==> config.mk <==
export PLATFORM = sky130hd
export DESIGN_NAME = tiny_cache_responder_flat
export DESIGN_NICKNAME = d
export VERILOG_FILES = /design/src/rtl/tiny_cache_responder_if.sv /design/src/rtl/tiny_cache_responder.sv /design/src/flat_wrapper.sv
export SDC_FILE = /design/constraint.sdc
export NUM_CORES = 2
export LEC_CHECK = 0
export BUFFER_PORTS_ARGS = -buffer_cell sky130_fd_sc_hd__buf_2
export CAP_MARGIN = 20
export CORE_ASPECT_RATIO = 0.8
export CORE_MARGIN = 3
export CORE_UTILIZATION = 35
export DETAILED_ROUTE_END_ITERATION = 10
export SYNTH_ARGS = -nofsm -noshare
export SYNTH_HDL_FRONTEND = slang
export SYNTH_SLANG_ARGS = --single-unit
==> constraint.sdc <==
create_clock -name clk -period 8.57 [get_ports clk]
set_input_delay 0.4285 -clock clk [delete_from_list [all_inputs] [get_ports clk]]
set_output_delay 0.4285 -clock clk [all_outputs]
set_load 0.03 [all_outputs]
==> src/rtl/tiny_cache_responder_if.sv <==
// CPU-bus bundle between the transaction initiator and tiny_cache_responder.
// Request fields are sampled with go; response fields are valid while done is high.
interface tiny_cache_responder_if #(
  parameter int unsigned ADDR_W = 8,
  parameter int unsigned DATA_W = 8
);
  logic              go;
  logic              transaction_req;
  logic [ADDR_W-1:0] cpubus_address;
  logic [DATA_W-1:0] cpubus_data_in;
  logic [DATA_W-1:0] cpubus_data_out;
  logic              done;
  logic              cache_hit;

  modport master (
    output go,
    output transaction_req,
    output cpubus_address,
    output cpubus_data_in,
    input  cpubus_data_out,
    input  done,
    input  cache_hit
  );

  modport slave (
    input  go,
    input  transaction_req,
    input  cpubus_address,
    input  cpubus_data_in,
    output cpubus_data_out,
    output done,
    output cache_hit
  );
endinterface

==> src/rtl/tiny_cache_responder.sv <==
// Go/done bus responder with a direct-mapped, write-through, no-write-allocate cache
// in front of a fixed-latency backing memory.
module tiny_cache_responder #(
  parameter int unsigned ADDR_W      = 8,
  parameter int unsigned DATA_W      = 8,
  parameter int unsigned INDEX_W     = 3,
  parameter int unsigned MEM_LATENCY = 4
) (
  input logic                   clk,
  input logic                   rst,
  tiny_cache_responder_if.slave bus
);
  localparam int unsigned TagW     = ADDR_W - INDEX_W;
  localparam int unsigned Lines    = 2 ** INDEX_W;
  localparam int unsigned MemDepth = 2 ** ADDR_W;
  localparam int unsigned CntW     = $clog2(MEM_LATENCY + 1);

  typedef enum logic [2:0] {StIdle, StLookup, StMem, StResp, StRelease} state_e;

  state_e            state_q, state_d;
  logic [CntW-1:0]   cnt_q, cnt_d;
  logic              req_q, req_d;
  logic [ADDR_W-1:0] addr_q, addr_d;
  logic [DATA_W-1:0] wdata_q, wdata_d;
  logic              hit_q, hit_d;
  logic [DATA_W-1:0] rdata_q, rdata_d;
  logic              chit_q, chit_d;

  logic [Lines-1:0]  valid_q;
  logic [TagW-1:0]   tag_q  [Lines];
  logic [DATA_W-1:0] line_q [Lines];
  logic [DATA_W-1:0] mem_q  [MemDepth];

  logic [INDEX_W-1:0] idx;
  logic [TagW-1:0]    tag;
  logic               lookup_hit;
  logic               fill_en, line_we, mem_we;

  assign idx        = addr_q[INDEX_W-1:0];
  assign tag        = addr_q[ADDR_W-1:INDEX_W];
  assign lookup_hit = valid_q[idx] && (tag_q[idx] == tag);

  always_comb begin
    state_d = state_q;
    cnt_d   = cnt_q;
    req_d   = req_q;
    addr_d  = addr_q;
    wdata_d = wdata_q;
    hit_d   = hit_q;
    rdata_d = rdata_q;
    chit_d  = chit_q;
    fill_en = 1'b0;
    line_we = 1'b0;
    mem_we  = 1'b0;
    unique case (state_q)
      StIdle: begin
        if (bus.go) begin
          req_d   = bus.transaction_req;
          addr_d  = bus.cpubus_address;
          wdata_d = bus.cpubus_data_in;
          state_d = StLookup;
        end
      end
      StLookup: begin
        hit_d = lookup_hit;
        if (!req_q && lookup_hit) begin
          rdata_d = line_q[idx];
          chit_d  = 1'b1;
          state_d = StResp;
        end else begin
          cnt_d   = CntW'(MEM_LATENCY - 1);
          state_d = StMem;
        end
      end
      StMem: begin
        if (cnt_q == '0) begin
          state_d = StResp;
          if (req_q) begin
            // Write-through: memory always updated, the line only if it was resident.
            mem_we  = 1'b1;
            line_we = hit_q;
            rdata_d = wdata_q;
            chit_d  = hit_q;
          end else begin
            fill_en = 1'b1;
            rdata_d = mem_q[addr_q];
            chit_d  = 1'b0;
          end
        end else begin
          cnt_d = cnt_q - 1'b1;
        end
      end
      StResp: begin
        state_d = StRelease;
      end
      StRelease: begin
        if (!bus.go) state_d = StIdle;
      end
      default: state_d = StIdle;
    endcase
  end

  always_ff @(posedge clk or negedge rst) begin
    if (!rst) begin
      state_q <= StIdle;
      cnt_q   <= '0;
      req_q   <= 1'b0;
      addr_q  <= '0;
      wdata_q <= '0;
      hit_q   <= 1'b0;
      rdata_q <= '0;
      chit_q  <= 1'b0;
    end else begin
      state_q <= state_d;
      cnt_q   <= cnt_d;
      req_q   <= req_d;
      addr_q  <= addr_d;
      wdata_q <= wdata_d;
      hit_q   <= hit_d;
      rdata_q <= rdata_d;
      chit_q  <= chit_d;
    end
  end

  // Backing memory comes out of reset holding the bitwise inverse of each address.
  always_ff @(posedge clk or negedge rst) begin
    if (!rst) begin
      valid_q <= '0;
      for (int i = 0; i < Lines; i++) begin
        tag_q[i]  <= '0;
        line_q[i] <= '0;
      end
      for (int i = 0; i < MemDepth; i++) begin
        mem_q[i] <= DATA_W'(~ADDR_W'(i));
      end
    end else begin
      if (fill_en) begin
        valid_q[idx] <= 1'b1;
        tag_q[idx]   <= tag;
        line_q[idx]  <= mem_q[addr_q];
      end
      if (line_we) line_q[idx] <= wdata_q;
      if (mem_we) mem_q[addr_q] <= wdata_q;
    end
  end

  assign bus.done            = (state_q == StResp);
  assign bus.cpubus_data_out = rdata_q;
  assign bus.cache_hit       = chit_q;

endmodule
==> src/flat_wrapper.sv <==
// flat-port wrapper written by rule: the top's interface ports become plain ports
module tiny_cache_responder_flat 
#(
  parameter int unsigned ADDR_W      = 8,
  parameter int unsigned DATA_W      = 8,
  parameter int unsigned INDEX_W     = 3,
  parameter int unsigned MEM_LATENCY = 4
)
  (clk, rst, bus_go, bus_transaction_req, bus_cpubus_address, bus_cpubus_data_in, bus_cpubus_data_out, bus_done, bus_cache_hit);
  tiny_cache_responder_if #(.ADDR_W(ADDR_W), .DATA_W(DATA_W)) bus_i ();
  input logic clk;
  input logic rst;
  input wire logic [$bits(bus_i.go)-1:0] bus_go;
  input wire logic [$bits(bus_i.transaction_req)-1:0] bus_transaction_req;
  input wire logic [$bits(bus_i.cpubus_address)-1:0] bus_cpubus_address;
  input wire logic [$bits(bus_i.cpubus_data_in)-1:0] bus_cpubus_data_in;
  output wire logic [$bits(bus_i.cpubus_data_out)-1:0] bus_cpubus_data_out;
  output wire logic [$bits(bus_i.done)-1:0] bus_done;
  output wire logic [$bits(bus_i.cache_hit)-1:0] bus_cache_hit;
  assign bus_i.go = bus_go;
  assign bus_i.transaction_req = bus_transaction_req;
  assign bus_i.cpubus_address = bus_cpubus_address;
  assign bus_i.cpubus_data_in = bus_cpubus_data_in;
  assign bus_cpubus_data_out = bus_i.cpubus_data_out;
  assign bus_done = bus_i.done;
  assign bus_cache_hit = bus_i.cache_hit;
  tiny_cache_responder #(.ADDR_W(ADDR_W), .DATA_W(DATA_W), .INDEX_W(INDEX_W), .MEM_LATENCY(MEM_LATENCY)) u_core (.clk(clk), .rst(rst), .bus(bus_i));
endmodule
* Word-level counts from Yosys, hierarchy flattened
Index checks and enable logic that the tools add are counted.
** Word-level totals
- Word-level logic and storage cells :: 364
- Register bits :: 2193
- Input port bits :: 20
** Operators by class
- Reductions and logical operators :: 13
- Add/subtract/negate cells :: 1
- Eq/ne operators :: 11
- Muxes and demuxes :: 49
- Magnitude comparators :: 6
- Bitwise gates (word level) :: 3
** Operator list (number)
- 2048-bit bitwise mux :: 1
- 64-bit bitwise mux :: 2
- 64-bit 2-to-1 mux :: 2
- 8-bit 2-to-1 mux :: 9
- 8-bit binary-select mux with 8-bit select :: 1
- 8-bit demux with 8-bit select :: 1
- 40-bit bitwise mux :: 1
- 8-bit binary-select mux with 3-bit select :: 1
- 8-bit demux with 3-bit select :: 1
- 8-bit case mux with 2 select lines :: 1
- 5-bit binary-select mux with 3-bit select :: 1
- 5-bit demux with 3-bit select :: 1
- 3-bit 2-to-1 mux :: 5
- 5-bit 2-to-1 mux :: 3
- 3-bit case mux with 5 select lines :: 1
- 1-bit 2-to-1 mux :: 14
- 9-bit greater-or-equal comparator (second input constant) :: 1
- 9-bit by 1-bit < comparator with 1-bit output (second input constant) :: 1
- 8-bit inverter with 9-bit output :: 1
- 3-bit AND reduction :: 3
- 2-bit inequality test (second input constant) :: 4
- 8-bit bitwise OR :: 1
- 3-bit by 2-bit equality test with 1-bit output (second input constant) :: 2
- 3-bit zero test :: 2
- other kinds (18) :: 23

* Longest topological paths before layout
- Depth after elaboration :: 9
- Depth in mapped cells :: 15
- Mapped depth without buffers :: 10

* Worst setup path after synthesis
Ideal clock, no wire load.
- Path type :: reg-to-reg
- From :: register u_core.addr_q[0]
- To :: register u_core.rdata_q[4] (netlist: u_core.bus.cpubus_data_out[4])
- Data required time :: 8445 ps
- Clock period less this slack :: 3018 ps
- Arrival time :: 2893 ps
- Buffers on the path :: 3
- Slack :: 5552 ps
- Stages on the path, launching flop included :: 11
- Library setup time :: 125 ps
- Path through :: dfrtp_1 -> buf_6 -> buf_2 -> buf_2 -> mux4_2 -> mux4_2 -> nand3_1 -> nand4_1 -> nor4_4 -> o21ai_1 -> mux2_2
** Between the ends
- Word-level cells in the longest chain between the ends :: 9
- Elaborated cells between the ends (all ways) :: 22
- Those cells by class :: eq/ne: 2; mux: 15; bitwise: 2; reduce/logical: 3
** RTL lines
- start: declaration :: RTL line tiny_cache_responder.sv:23 : logic [ADDR_W-1:0] addr_q, addr_d;
- start signal: assignment :: RTL line tiny_cache_responder.sv:117 : addr_q <= addr_d;
- branches (longest 9 deep; another with 8-bit inverter with 9-bit output)
- end signal: assignment :: RTL line tiny_cache_responder.sv:120 : rdata_q <= rdata_d;
- end: declaration :: RTL line tiny_cache_responder.sv:26 : logic [DATA_W-1:0] rdata_q, rdata_d;
Parallel ways; which one is timed is not known. The select of a mux whose other input is x is not followed.
A chain may end at the register's enable or synchronous reset.

* Worst setup path in the final report
- From :: register u_core.addr_q[3]
- To :: register u_core.rdata_q[6] (netlist: u_core.bus.cpubus_data_out[6])
** Between the ends
- Word-level cells in the longest chain between the ends :: 7
- Elaborated cells between the ends (all ways) :: 12
- Those cells by class :: eq/ne: 2; mux: 6; bitwise: 1; reduce/logical: 3
** RTL lines
- 8-bit inverter with 9-bit output (not written as such) :: RTL line tiny_cache_responder.sv:86 : rdata_d = mem_q[addr_q];
- 8-bit binary-select mux with 8-bit select :: RTL line tiny_cache_responder.sv:86
- 8-bit 2-to-1 mux (not written as such) (2 in series) :: RTL line tiny_cache_responder.sv:86
- 8-bit 2-to-1 mux :: RTL line tiny_cache_responder.sv:78 : if (req_q) begin
- 8-bit 2-to-1 mux :: RTL line tiny_cache_responder.sv:76 : if (cnt_q == '0) begin
- 8-bit case mux with 2 select lines :: RTL line tiny_cache_responder.sv:55 : unique case (state_q)
Several ways; a longest one is shown, not always the timed one. The select of a mux whose other input is x is not followed.

==> out/qor.csv <==
metric;value;unit
synthFlopType;dfrtp_1;
vias_per_cell;5.81;
status;completed;
switching_power;11.1;mW
worstMarginPinSlew;1.20;ns
postRouteAntennaNets;0;
crit_buf_inv;2;
final_util;39.4;%
period_minus_slack;5.19;ns
fillers;26400;
totalWireLength;317000;microns
drc_errors;0;
synth.avg_cell_area;15.2;sq um
grt_pass1_wl;463000;microns
async_flop_share;100;%
io_pins;30;
layout.area.seq;56200;sq um
areaGrowthSynthToFinish;11.5;%
startpoint_type;flip-flop;
core;289000;sq um
start_util;35.3;%
hpwl;204000;microns
intPower;18.8;mW
crit_arrival;6.02;ns
wl_per_cell;29.8;microns
p_per_area;263;nW/um^2
die_h;489;microns
cts_resized;0;
fin_setup_tns;0;ns
drv_slew;0;
cts_buffers;221;
cts.sinks;2193;
peakVddDrop;0.248;mV
die_area;298000;sq um
drtPass1Iterations;7;
clock.fmax;0.193;GHz
clk_pin_slew;0.06;ns
io_buffer_count;29;
maxCapViolations;0;
nets;6641;
syn_inst;6710;
slowest_delay;1.05;ns
place.gp.congestion;0.910;
multi_input_area;43600;sq um
yosysSeqAreaShare;55.0;%
ys.warnings.count;0;
min_period_over_period;60.6;%
grt_overflow;0;
htreeDepth;4;
grt_start_max_net_pins;190;
path_cells;buf_4, inv_4, mux2i_1, o21ai_0, nand4_1, a221oi_1, nor3_4, o21ai_1, mux2_2;
cts_tree;done;
clock_path_buffers;4;
max-slew-margin-rel;20.0;%
finClkSkew;0.0637;ns
grtUsageTotal;21.0;%
syn_nets;6732;
swShare;37.2;%
syn_area;102000;sq um
drt_iter0_markers;6208;
pwr-share-seq;38.9;%
crit_required;9.39;ns
rows;176;
crit_path_end_kind;flip-flop;
p_comb_share;27.6;%
ys_ff_latch;2193;
p_leak;48.1;nW
first_global_vias;62800;
antenna_found_initial;10;
synth_cell_types;74;
path_class;reg -> reg;
worst_hold_slack;0.193;ns
worstHoldPathType;in -> async;
num_vias;61700;
cp_max_fo;52;
hold_viol;0;
placed_cells;10200;
root_buffer;clkbuf_16;
synth_edf_count;0;
die_w;610;microns
final_cells;10600;
p_clk_share;33.5;%
rsz0062_at_grt;no;
setup_viol;0;
drive_gt1_share;63.9;%
clk_latency;0.88;ns
cpLargestDelayFamily;compound AO/OA/AOI/OAI gates;
crit_slowest_cell;dfrtp_4;
[cells in the mapped netlist, types with 7 or more instances]
cell type,count,area (sq um)
a211oi_1,13,97.6
a21oi_1,73,365
a221oi_1,19,166
a22o_1,18,158
a22oi_1,87,653
a31oi_1,24,150
a32oi_1,7,61.3
and2_1,7,43.8
and3_1,31,194
buf_1,18,67.6
buf_2,94,470
buf_4,36,270
buf_6,32,360
clkbuf_1,318,1190
dfrtp_1,1169,29300
dfstp_2,1024,26900
inv_1,11,41.3
mux2_2,2075,23400
mux2i_1,124,1240
mux4_2,508,11400
nand2_1,268,1010
nand2b_1,18,113
nand3_1,77,385
nand4_1,23,144
nor2_1,147,552
nor2_2,156,976
nor2_4,8,90.1
nor2b_1,15,93.8
nor3_1,22,110
o211ai_1,50,375
o21ai_0,84,420
o21ai_1,20,100
o22ai_1,32,200
[per-stage QoR]
| step | setup WS (ns) | power, mW | area [sq um] |
|---|---|---|---|
| global route | 3.38 | 30.9 | 114000 |
| finish | 3.38 | 29.9 | 114000 |
| global placement | 3.46 | 19.8 | 106000 |
| CTS | 3.50 | 30.0 | 114000 |
| floorplan | 5.55 | 16.3 | 102000 |
| detailed placement | 3.51 | 19.9 | 106000 |
[power groups by stage]
| stage | clock (mW) | combinational (mW) | sequential, mW |
|---|---|---|---|
| floorplan | 0 | 5.20 | 11.1 |
| global placement | 0 | 8.04 | 11.8 |
| detailed placement | 0 | 8.13 | 11.8 |
| CTS | 10.2 | 8.15 | 11.6 |
| global route | 10.6 | 8.57 | 11.7 |
| finish | 10.0 | 8.27 | 11.6 |
[sequential cells by signal, indices dropped and copies added, names as in the netlist]
name                        cells
u_core.req_q                    1
u_core.addr_q                   8
u_core.bus.cache_hit            1
u_core.bus.cpubus_data_out      8
u_core.mem_q                 2048
u_core.valid_q                  8
u_core.state_q                  3
u_core.hit_q                    1
u_core.wdata_q                  8
u_core.cnt_q                    3
u_core.line_q                  64
u_core.tag_q                   40
[placed cells by master (no fill, tap or decap), drive strengths merged, types with 7 or more instances in the layout]
cell type       n
o21ai         104
a32oi           7
a22o           18
and3           31
clkinv         29
o22ai          32
o211ai         50
nand4          23
dfrtp        1169
a221oi         19
and2            7
buf           166
inv            17
nor2b          15
a21oi          73
a211oi         13
bufinv         16
nor2          311
clkbuf        350
nand3          77
a31oi          24
dlygate4sd3    18
mux2         2075
nand2b         18
dfstp        1024
a22oi          87
nor3           23
mux2i         124
mux4          508
nand2         268
[layout make-up]
cell class              count  area share (%)
multi-input cells        4007            38.3
repair buffers            184            1.53
clock inverters            54           0.634
diodes                      2         0.00440
inverters                  12          0.0418
flip-flops and latches   2193            49.4
well taps                3827            4.21
clock buffers             350            5.87
[final timing paths]
path                                             from                             to  slack (ns)  depth (start not counted)
worst min-delay path                              rst              u_core.mem_q[801]        0.19                          2
max in group asynchronous                         rst             u_core.mem_q[1268]        6.11                          5
worst max-delay path                 u_core.addr_q[3]  u_core.bus.cpubus_data_out[6]        3.38                          9
worst min register to register      u_core.valid_q[4]              u_core.valid_q[4]        0.46                          1
min in group clk                bus_cpubus_address[2]               u_core.addr_q[2]        0.22                          3
worst max register to register       u_core.addr_q[3]  u_core.bus.cpubus_data_out[6]        3.38                          9
[per-layer routing]
metal	routed length (microns)	vias to the layer above	track usage, %
met3	31600	501	6.25
met5	41	-	0
li1	-	24800	-
met1	145000	33900	31.4
met2	132000	2472	29.4
met4	8780	6	5.44
[kinds of logic after synthesis]
logic type,after synthesis,share of synthesized area (%)
AO/OA/AOI/OAI,494,3.33
multiplexers,2707,35.3
buffers and inverters,510,2.36
adder cells (fa/ha/maj),2,0.0245
XOR/XNOR,3,0.0258
AND/OR/NAND/NOR,801,3.88
flip-flops,2193,55.0
[timing repair]
action | CTS | global route
hold buffers | 18 | 0
setup buffers | 0 | 0
hold endpoints to repair | 98 | 0
Power figures use the tool's default switching activity.
